## config.mk

```make
export PLATFORM = sky130hd
export DESIGN_NAME = mult_operand_feeder
export DESIGN_NICKNAME = d
export VERILOG_FILES = /design/src/rtl/mult_operand_feeder.sv
export SDC_FILE = /design/constraint.sdc
export NUM_CORES = 1
export LEC_CHECK = 0
export CELL_PAD_IN_SITES_DETAIL_PLACEMENT = 1
export CELL_PAD_IN_SITES_GLOBAL_PLACEMENT = 1
export CORE_MARGIN = 1
export CORE_UTILIZATION = 49
export CTS_CLUSTER_SIZE = 20
export DETAILED_ROUTE_END_ITERATION = 8
export PLACE_DENSITY_LB_ADDON = 0.25
export SLEW_MARGIN = 20
export SYNTH_ARGS = -nofsm -noshare
export SYNTH_HDL_FRONTEND = slang
export SYNTH_SLANG_ARGS = --single-unit
```

## constraint.sdc

```tcl
create_clock -name clk -period 2.4 [get_ports clk]
set_input_delay 0.48 -clock clk [delete_from_list [all_inputs] [get_ports clk]]
set_output_delay 0.48 -clock clk [all_outputs]
set_load 0.005 [all_outputs]
```

## src/rtl/mult_operand_feeder.sv

```systemverilog
// mult_operand_feeder
// Upstream stage of fifomult2024. Buffers signed 16-bit operand pairs {A,B}
// from a valid/ready producer in a small pair FIFO. Each pair is then sent to
// the multiplier as two single-cycle data_in_valid pulses (A, then B). Each
// pulse carries an even-parity bit, which can be deliberately corrupted per
// operand. Pulses are issued only while the multiplier reports not busy.
//
// Ports:
//   clk, rst_n                  clock (posedge) and async active-low reset
//   op_a, op_b                  operand pair offered by the producer
//   op_inject_a, op_inject_b    invert the generated parity of A / B
//   op_valid / op_ready         producer handshake (op_ready = !full)
//   mult_busy                   fifomult2024 busy_out
//   mult_data_in[_parity|_valid] operand, parity and strobe to fifomult2024
//   fifo_level                  number of pairs currently stored
//   pairs_sent                  pairs fully issued (wrapping 16-bit count)
module mult_operand_feeder #(
    parameter int DEPTH      = 4,
    parameter int GAP_CYCLES = 1
) (
    input  logic                       clk,
    input  logic                       rst_n,
    input  logic [15:0]                op_a,
    input  logic [15:0]                op_b,
    input  logic                       op_inject_a,
    input  logic                       op_inject_b,
    input  logic                       op_valid,
    output logic                       op_ready,
    input  logic                       mult_busy,
    output logic [15:0]                mult_data_in,
    output logic                       mult_data_in_parity,
    output logic                       mult_data_in_valid,
    output logic [$clog2(DEPTH):0]     fifo_level,
    output logic [15:0]                pairs_sent
);

    localparam int AW      = $clog2(DEPTH);
    localparam int LW      = AW + 1;
    localparam int ENTRY_W = 34;
    localparam int GW      = (GAP_CYCLES > 1) ? $clog2(GAP_CYCLES) : 1;
    localparam logic [GW-1:0] GAP_LAST = GW'(GAP_CYCLES - 1);

    typedef enum logic [2:0] {
        ST_IDLE   = 3'd0,
        ST_WAIT_A = 3'd1,
        ST_SEND_A = 3'd2,
        ST_GAP_A  = 3'd3,
        ST_WAIT_B = 3'd4,
        ST_SEND_B = 3'd5,
        ST_GAP_B  = 3'd6
    } state_t;

    // Even parity over an operand, optionally inverted for error injection.
    function automatic logic even_parity(input logic [15:0] value, input logic inject);
        return (^value) ^ inject;
    endfunction

    // Entry layout: {A[33:18], B[17:2], inject_a[1], inject_b[0]}
    logic [ENTRY_W-1:0] mem_r [DEPTH];
    logic [AW-1:0]      wr_ptr_r;
    logic [AW-1:0]      rd_ptr_r;
    logic [ENTRY_W-1:0] hold_r;
    logic [GW-1:0]      gap_cnt_r;
    state_t             state_r;

    logic               full_s;
    logic               empty_s;
    logic               push_s;
    logic               pop_s;
    state_t             state_next_s;
    logic [GW-1:0]      gap_next_s;
    logic               valid_next_s;
    logic [15:0]        data_next_s;
    logic               par_next_s;
    logic               sent_inc_s;

    logic [15:0]        hold_a_s;
    logic [15:0]        hold_b_s;
    logic               hold_inj_a_s;
    logic               hold_inj_b_s;

    assign hold_a_s     = hold_r[33:18];
    assign hold_b_s     = hold_r[17:2];
    assign hold_inj_a_s = hold_r[1];
    assign hold_inj_b_s = hold_r[0];

    // Full/empty come from the level counter, so the pointers can wrap freely.
    assign full_s   = (fifo_level == LW'(DEPTH));
    assign empty_s  = (fifo_level == {LW{1'b0}});
    assign op_ready = !full_s;
    // A full FIFO refuses a push even if the FSM pops in the same cycle.
    assign push_s   = op_valid && !full_s;

    // FIFO storage write port.
    always_ff @(posedge clk or negedge rst_n) begin
        if (!rst_n) begin
            for (int i = 0; i < DEPTH; i++) begin
                mem_r[i] <= {ENTRY_W{1'b0}};
            end
        end else if (push_s) begin
            mem_r[wr_ptr_r] <= {op_a, op_b, op_inject_a, op_inject_b};
        end
    end

    // FIFO pointers, level, and the holding register loaded on pop.
    always_ff @(posedge clk or negedge rst_n) begin
        if (!rst_n) begin
            wr_ptr_r   <= {AW{1'b0}};
            rd_ptr_r   <= {AW{1'b0}};
            fifo_level <= {LW{1'b0}};
            hold_r     <= {ENTRY_W{1'b0}};
        end else begin
            if (push_s) begin
                wr_ptr_r <= wr_ptr_r + AW'(1);
            end
            if (pop_s) begin
                rd_ptr_r <= rd_ptr_r + AW'(1);
                hold_r   <= mem_r[rd_ptr_r];
            end
            case ({push_s, pop_s})
                2'b10:   fifo_level <= fifo_level + LW'(1);
                2'b01:   fifo_level <= fifo_level - LW'(1);
                default: fifo_level <= fifo_level;
            endcase
        end
    end

    // FSM state, gap counter and registered multiplier-side outputs.
    always_ff @(posedge clk or negedge rst_n) begin
        if (!rst_n) begin
            state_r             <= ST_IDLE;
            gap_cnt_r           <= {GW{1'b0}};
            mult_data_in        <= 16'd0;
            mult_data_in_parity <= 1'b0;
            mult_data_in_valid  <= 1'b0;
            pairs_sent          <= 16'd0;
        end else begin
            state_r             <= state_next_s;
            gap_cnt_r           <= gap_next_s;
            mult_data_in        <= data_next_s;
            mult_data_in_parity <= par_next_s;
            mult_data_in_valid  <= valid_next_s;
            if (sent_inc_s) begin
                pairs_sent <= pairs_sent + 16'd1;
            end
        end
    end

    // FSM next-state and next-output logic. Data/parity default to holding.
    always_comb begin
        state_next_s = state_r;
        gap_next_s   = gap_cnt_r;
        pop_s        = 1'b0;
        valid_next_s = 1'b0;
        data_next_s  = mult_data_in;
        par_next_s   = mult_data_in_parity;
        sent_inc_s   = 1'b0;
        case (state_r)
            ST_IDLE: begin
                if (!empty_s) begin
                    pop_s        = 1'b1;
                    state_next_s = ST_WAIT_A;
                end else begin
                    state_next_s = ST_IDLE;
                end
            end
            ST_WAIT_A: begin
                if (!mult_busy) begin
                    state_next_s = ST_SEND_A;
                    valid_next_s = 1'b1;
                    data_next_s  = hold_a_s;
                    par_next_s   = even_parity(hold_a_s, hold_inj_a_s);
                end else begin
                    state_next_s = ST_WAIT_A;
                end
            end
            ST_SEND_A: begin
                state_next_s = ST_GAP_A;
                gap_next_s   = {GW{1'b0}};
            end
            ST_GAP_A: begin
                if (gap_cnt_r == GAP_LAST) begin
                    state_next_s = ST_WAIT_B;
                    gap_next_s   = {GW{1'b0}};
                end else begin
                    gap_next_s   = gap_cnt_r + GW'(1);
                end
            end
            ST_WAIT_B: begin
                if (!mult_busy) begin
                    state_next_s = ST_SEND_B;
                    valid_next_s = 1'b1;
                    data_next_s  = hold_b_s;
                    par_next_s   = even_parity(hold_b_s, hold_inj_b_s);
                    sent_inc_s   = 1'b1;
                end else begin
                    state_next_s = ST_WAIT_B;
                end
            end
            ST_SEND_B: begin
                state_next_s = ST_GAP_B;
                gap_next_s   = {GW{1'b0}};
            end
            ST_GAP_B: begin
                if (gap_cnt_r == GAP_LAST) begin
                    state_next_s = ST_IDLE;
                    gap_next_s   = {GW{1'b0}};
                end else begin
                    gap_next_s   = gap_cnt_r + GW'(1);
                end
            end
            default: begin
                state_next_s = ST_IDLE;
                gap_next_s   = {GW{1'b0}};
            end
        endcase
    end

endmodule

```

==> metrics, run 1 <==
outcome complete, no violations; IO Pins 76; Worst-Margin Slew 0.5593 ns; peak per-stage delay on the critical path 0.51 ns; dpl hpwl 14.05 mm; ratio of cells with drive above 1 in the final layout 37.73%; critical path's slowest cell clkdlybuf4s50_1; cell family with most CP delay buffers and inverters; CP bufs+invs 1; LEAKAGE 0.004821 uW; CTS buffer count 24; Arr. time, crit path 1.65 ns; Min Hold Slack 0.4713 ns; htree depth 1; syn nets 664; initial antenna violation count 0; # fillers 1,728; area leader, netlist dfrtp_1; first-pass GRT wire length 36.05 mm; clock tree sinks 214; Global Route Usage Sum 23.53%; Max Buffers Root-to-Sink 3; final WL 21.66 mm; dominant cells by area after synthesis dfrtp_1 (56%), mux2_2 (20%), mux4_2 (8.1%); die footprint 19,940 sq um; synthesized instance count 619; most instantiated cells after synthesis dfrtp_1 (214), mux2_2 (172), xnor2_1 (36), mux4_2 (34), nand2_1 (29); CTS tree done; Clk Tree Root Cell clkbuf_16; Cell Chain, Critical Path nor2_1, nand2_1, clkdlybuf4s50_1; worst-path fanout max 5; Die Width 141.2 microns; port bufs 75; Syn. warnings 0; via count 5,445; GRT overflow 0; DR DRC count 0; async set or reset register ratio after synthesis 100.0%; Cell Rows 50; top_reg_cell synth dfrtp_1; vias per cell 5.550; Worst-Skew Late Latency 0.52 ns; largest net degree at the start of global routing 66; Final GP Congestion 0.7533; Final Cycle Share 88.58%; post-DR wirelength/cell 22.08 microns; Max VDD drop 602.6 uV; top-count cell post-synth dfrtp_1; Iter 0 DRT Violations 190; sequential fraction of the synthesis area 56.40%; clock skew 0.01606 ns; PostCTS Resize Cnt 0; drt pass-1 iters 6; TNS Setup 0 ns; FMAX 470.4 MHz; Mapped Area 9495 sq um; Max Slew Vio Count 0; worst hold path class flip-flop to flip-flop; Die Span Y 141.2 microns; Max-Slew Margin vs Limit 62.72%; Req. time, crit path 1.92 ns; Seq cells post-synth 214; antenna cells 0; Clock transition at path regs 0.06 ns; total of max-cap violations 0; Yosys top cell area share 56.40%; RSZ-0062 raised after global routing no; number of routed nets with antenna violations 0; area delta synth->final 19.99%; number of enable flip-flop cells after synthesis 0; library cells used by synthesis 37; mean area per synthesized cell 15.34 sq um; Setup violations, final 0; # nets final 754; Final min period 2.126 ns; Fin. Hold Viols 0; vias in the first global route 6,367; Setup crit start kind flip-flop; effective utilization at floorplan 50.43%; fin util 60.50%; number of buffers inserted by hold repair at cts 1; critical path class flip-flop to output port; power density over the cells 1525 nW/um^2; element type at the critical path end output port; CORE AREA 18,830 sq um; Post-CTS Repair Setup Buffers 0
==> path summary, 6_finish.rpt <==
kind	start	to	slack, ns	cells after the start
max	fifo_level[0]	op_ready	0.27	3
min	pairs_sent[15]	pairs_sent[15]	0.47	1
min in group asynchronous	rst_n	pairs_sent[6]	0.54	2
min reg2reg	pairs_sent[15]	pairs_sent[15]	0.47	1
max reg2reg	state_r[1]	fifo_level[1]	0.41	4
max in group asynchronous	rst_n	mem_r[50]	1.10	3
==> per-stage QoR <==
stage	setup slack [ns]	instance area, sq um	cells	power [uW]
6_report	0.2742	11390	981	17370
4_1_cts	0.2369	11390	981	17600
5_1_grt	0.2071	11390	981	18380
2_1_floorplan	0.4248	9495	619	11560
3_5_place_dp	0.1092	10630	942	13900
3_3_place_gp	0.2303	10630	942	13380
==> registers in the layout, indices dropped and copies added (netlist names) <==
register,cells
hold_r,34
wr_ptr_r,2
mult_data_in,16
state_r,3
fifo_level,3
mem_r,136
rd_ptr_r,2
mult_data_in_valid,1
pairs_sent,16
mult_data_in_parity,1
==> power by group <==
group / internal (uW) / switching, uW
combinational: 4300 / 2910
sequential: 5390 / 1270
clock: 2110 / 1400
==> kinds of logic (layout without fill, tap and decap cells) <==
| kind of cell | Yosys count | after routing | synth area share (%) |
|---|---|---|---|
| and+or+nand+nor | 63 | 63 | 3.624 |
| adders and majority gates | 7 | 7 | 1.001 |
| AOI/OAI and AO/OA | 23 | 23 | 1.331 |
| muxes | 223 | 223 | 30.25 |
| buffers and inverters | 39 | 141 | 2.346 |
| xor gates and xnor gates | 50 | 50 | 5.047 |
| DFF | 214 | 214 | 56.40 |
==> layout by cell type (no fill, tap or decap), types with 13 or more instances in the layout <==
| cell type | instances |
|---|---|
| buf_4 | 13 |
| clkbuf_16 | 24 |
| clkdlybuf4s50_1 | 74 |
| dfrtp_1 | 213 |
| mux2_2 | 172 |
| mux2i_1 | 17 |
| mux4_2 | 34 |
| nand2_1 | 29 |
| o21ai_0 | 19 |
| xnor2_1 | 36 |
==> routing by layer <==
layer,vias up,GRT usage [%],wire (microns)
li1,2391,-,-
met4,0,6.751,571
met1,2891,30.74,9298
met3,42,3.431,783
met5,-,0,0
met2,121,40.93,11000
==> final cells by class <==
class / instances / area (sq um) / area share, %
timing repair buffer: 96 / 1002 / 8.796
sequential: 214 / 5356 / 47.01
clock buffer: 34 / 698.2 / 6.128
multi-input combinational: 366 / 3929 / 34.48
clock inverter: 4 / 56.30 / 0.4942
tap: 260 / 325.3 / 2.855
inverter: 7 / 26.28 / 0.2306
(Power assumes the default switching activity.)
==> run 2: changes to the inputs <==
- RECOVER_POWER: not set -> 100
==> metrics, run 2 (same netlist as run 1, synthesis figures left out) <==
Die Span Y 141.2 microns; drt pass-1 iters 4; Max Slew Vio Count 0; commonest non-fill, non-tap cell in the layout dfrtp_1; worst hold path class flip-flop to flip-flop; power density over the cells 1523 nW/um^2; htree depth 1; antenna cells 0; final WL 21.57 mm; Global Route Usage Sum 23.53%; RSZ-0062 raised after global routing no; dpl hpwl 14.05 mm; clock network power share 20.4%; Post-CTS Repair Setup Buffers 0; Worst-Margin Slew 1.036 ns; Final Cycle Share 92.62%; outcome complete, no violations; PostCTS Resize Cnt 0; CORE AREA 18,830 sq um; total of max-cap violations 0; Max Buffers Root-to-Sink 3; # nets final 754; Worst-Skew Late Latency 0.52 ns; Reg with most FFs mem_r; first-pass GRT wire length 36.05 mm; NetSw 5549 uW; area delta synth->final 19.05%; CTS tree done; FMAX 449.9 MHz; vias per cell 5.575; Regs by FF count mem_r: 136 flops, hold_r: 34 flops; via count 5,469; worst-path fanout max 5; LEAKAGE 0.004853 uW; Iter 0 DRT Violations 170; Clk Tree Root Cell clkbuf_16; peak per-stage delay on the critical path 0.58 ns; cell family with most CP delay buffers and inverters; internal power 11,670 uW; CP bufs+invs 1; Cell Rows 50; number of routed nets with antenna violations 0; Power Total 17,220 uW; post-DR wirelength/cell 21.99 microns; Cell Chain, Critical Path nor2_1, nand2_1, dlygate4sd3_1; Final GP Congestion 0.7533; port bufs 75; initial antenna violation count 0; # fillers 1,735; CTS buffer count 24; switching share of power 32.22%; element type at the critical path end output port; Max-Slew Margin vs Limit 30.94%; Reg area 5356 sq um; Arr. time, crit path 1.74 ns; Reg power frac 38.5%; max FFs per register 136; critical path's slowest cell dlygate4sd3_1; Setup crit start kind flip-flop; TNS Setup 0 ns; Setup violations, final 0; Max VDD drop 602.6 uV; die footprint 19,940 sq um; clock skew 0.01462 ns; most frequent cells in the layout dfrtp_1 (213), mux2_2 (171), dlygate4sd3_1 (39); multi-input logic area 3895 sq um; number of buffers inserted by hold repair at cts 1; Req. time, crit path 1.92 ns; Comb pwr share 41.1%; vias in the first global route 6,367; Clock transition at path regs 0.06 ns; clock tree sinks 214; Die Width 141.2 microns; ratio of cells with drive above 1 in the final layout 35.92%; DR DRC count 0; Final min period 2.223 ns; GRT overflow 0; IO Pins 76; effective utilization at floorplan 50.43%; Fin. Hold Viols 0; largest net degree at the start of global routing 66; critical path class flip-flop to output port; fin util 60.03%
[run 2: cell count changes in the layout (fill, tap and decap cells not counted), moves of 3 or more]
| cell | change |
|---|---|
| nand2_1 | +3 |
| nand2_2 | -3 |
| dlygate4sd3_1 | +38 |
| clkdlybuf4s50_1 | -38 |
| buf_4 | -8 |
| clkbuf_1 | +6 |
[run 2: power by group through the flow]
stage / clock network, uW / registers, uW / logic [uW]
3_3_place_gp: 0 / 6460 / 6930
5_1_grt: 3740 / 6860 / 7620
2_1_floorplan: 0 / 6170 / 5380
4_1_cts: 3590 / 6670 / 7340
6_report: 3510 / 6630 / 7070
3_5_place_dp: 0 / 6680 / 7220
[run 2: area by class of cell]
type	instances	area share, %
clock buffer	34	6.176
multi-input combinational	366	34.45
clock inverter	4	0.4981
timing repair buffer	96	8.379
sequential	214	47.38
tap	260	2.878
inverter	7	0.2324
[run 2: final timing paths]
path	startpoint	to	slack (ns)	cells past startpoint
hold reg to reg	pairs_sent[15]	pairs_sent[15]	0.47	1
setup reg to reg	state_r[2]	fifo_level[1]	0.28	4
max in group asynchronous	rst_n	mem_r[72]	0.45	3
min in group asynchronous	rst_n	pairs_sent[6]	0.53	2
setup / recovery	fifo_level[0]	op_ready	0.18	3
hold / removal	pairs_sent[15]	pairs_sent[15]	0.47	1
[run 2: metal layers]
metal  routed length, microns  track usage, %  share of wire, %  vias to the layer above
met5                        0               0                 0                        -
met4                      566           6.751               2.6                        0
met3                      673           3.431               3.1                       42
met2                    11040           40.93                51                      114
met1                     9287           30.74                43                     2913
li1                         -               -                 -                     2400
[run 2: per-stage QoR]
step | instance area (sq um) | instances | hold WS, ns | worst slack (ns)
after floorplan | 9495 | 619 | 0.1844 | 0.4248
after global placement | 10630 | 942 | 0.4622 | 0.2303
after detailed placement | 10630 | 942 | 0.4681 | 0.1092
after CTS | 11390 | 981 | 0.4755 | 0.2369
after global routing | 11300 | 981 | 0.4847 | 0.1156
final | 11300 | 981 | 0.4653 | 0.1771
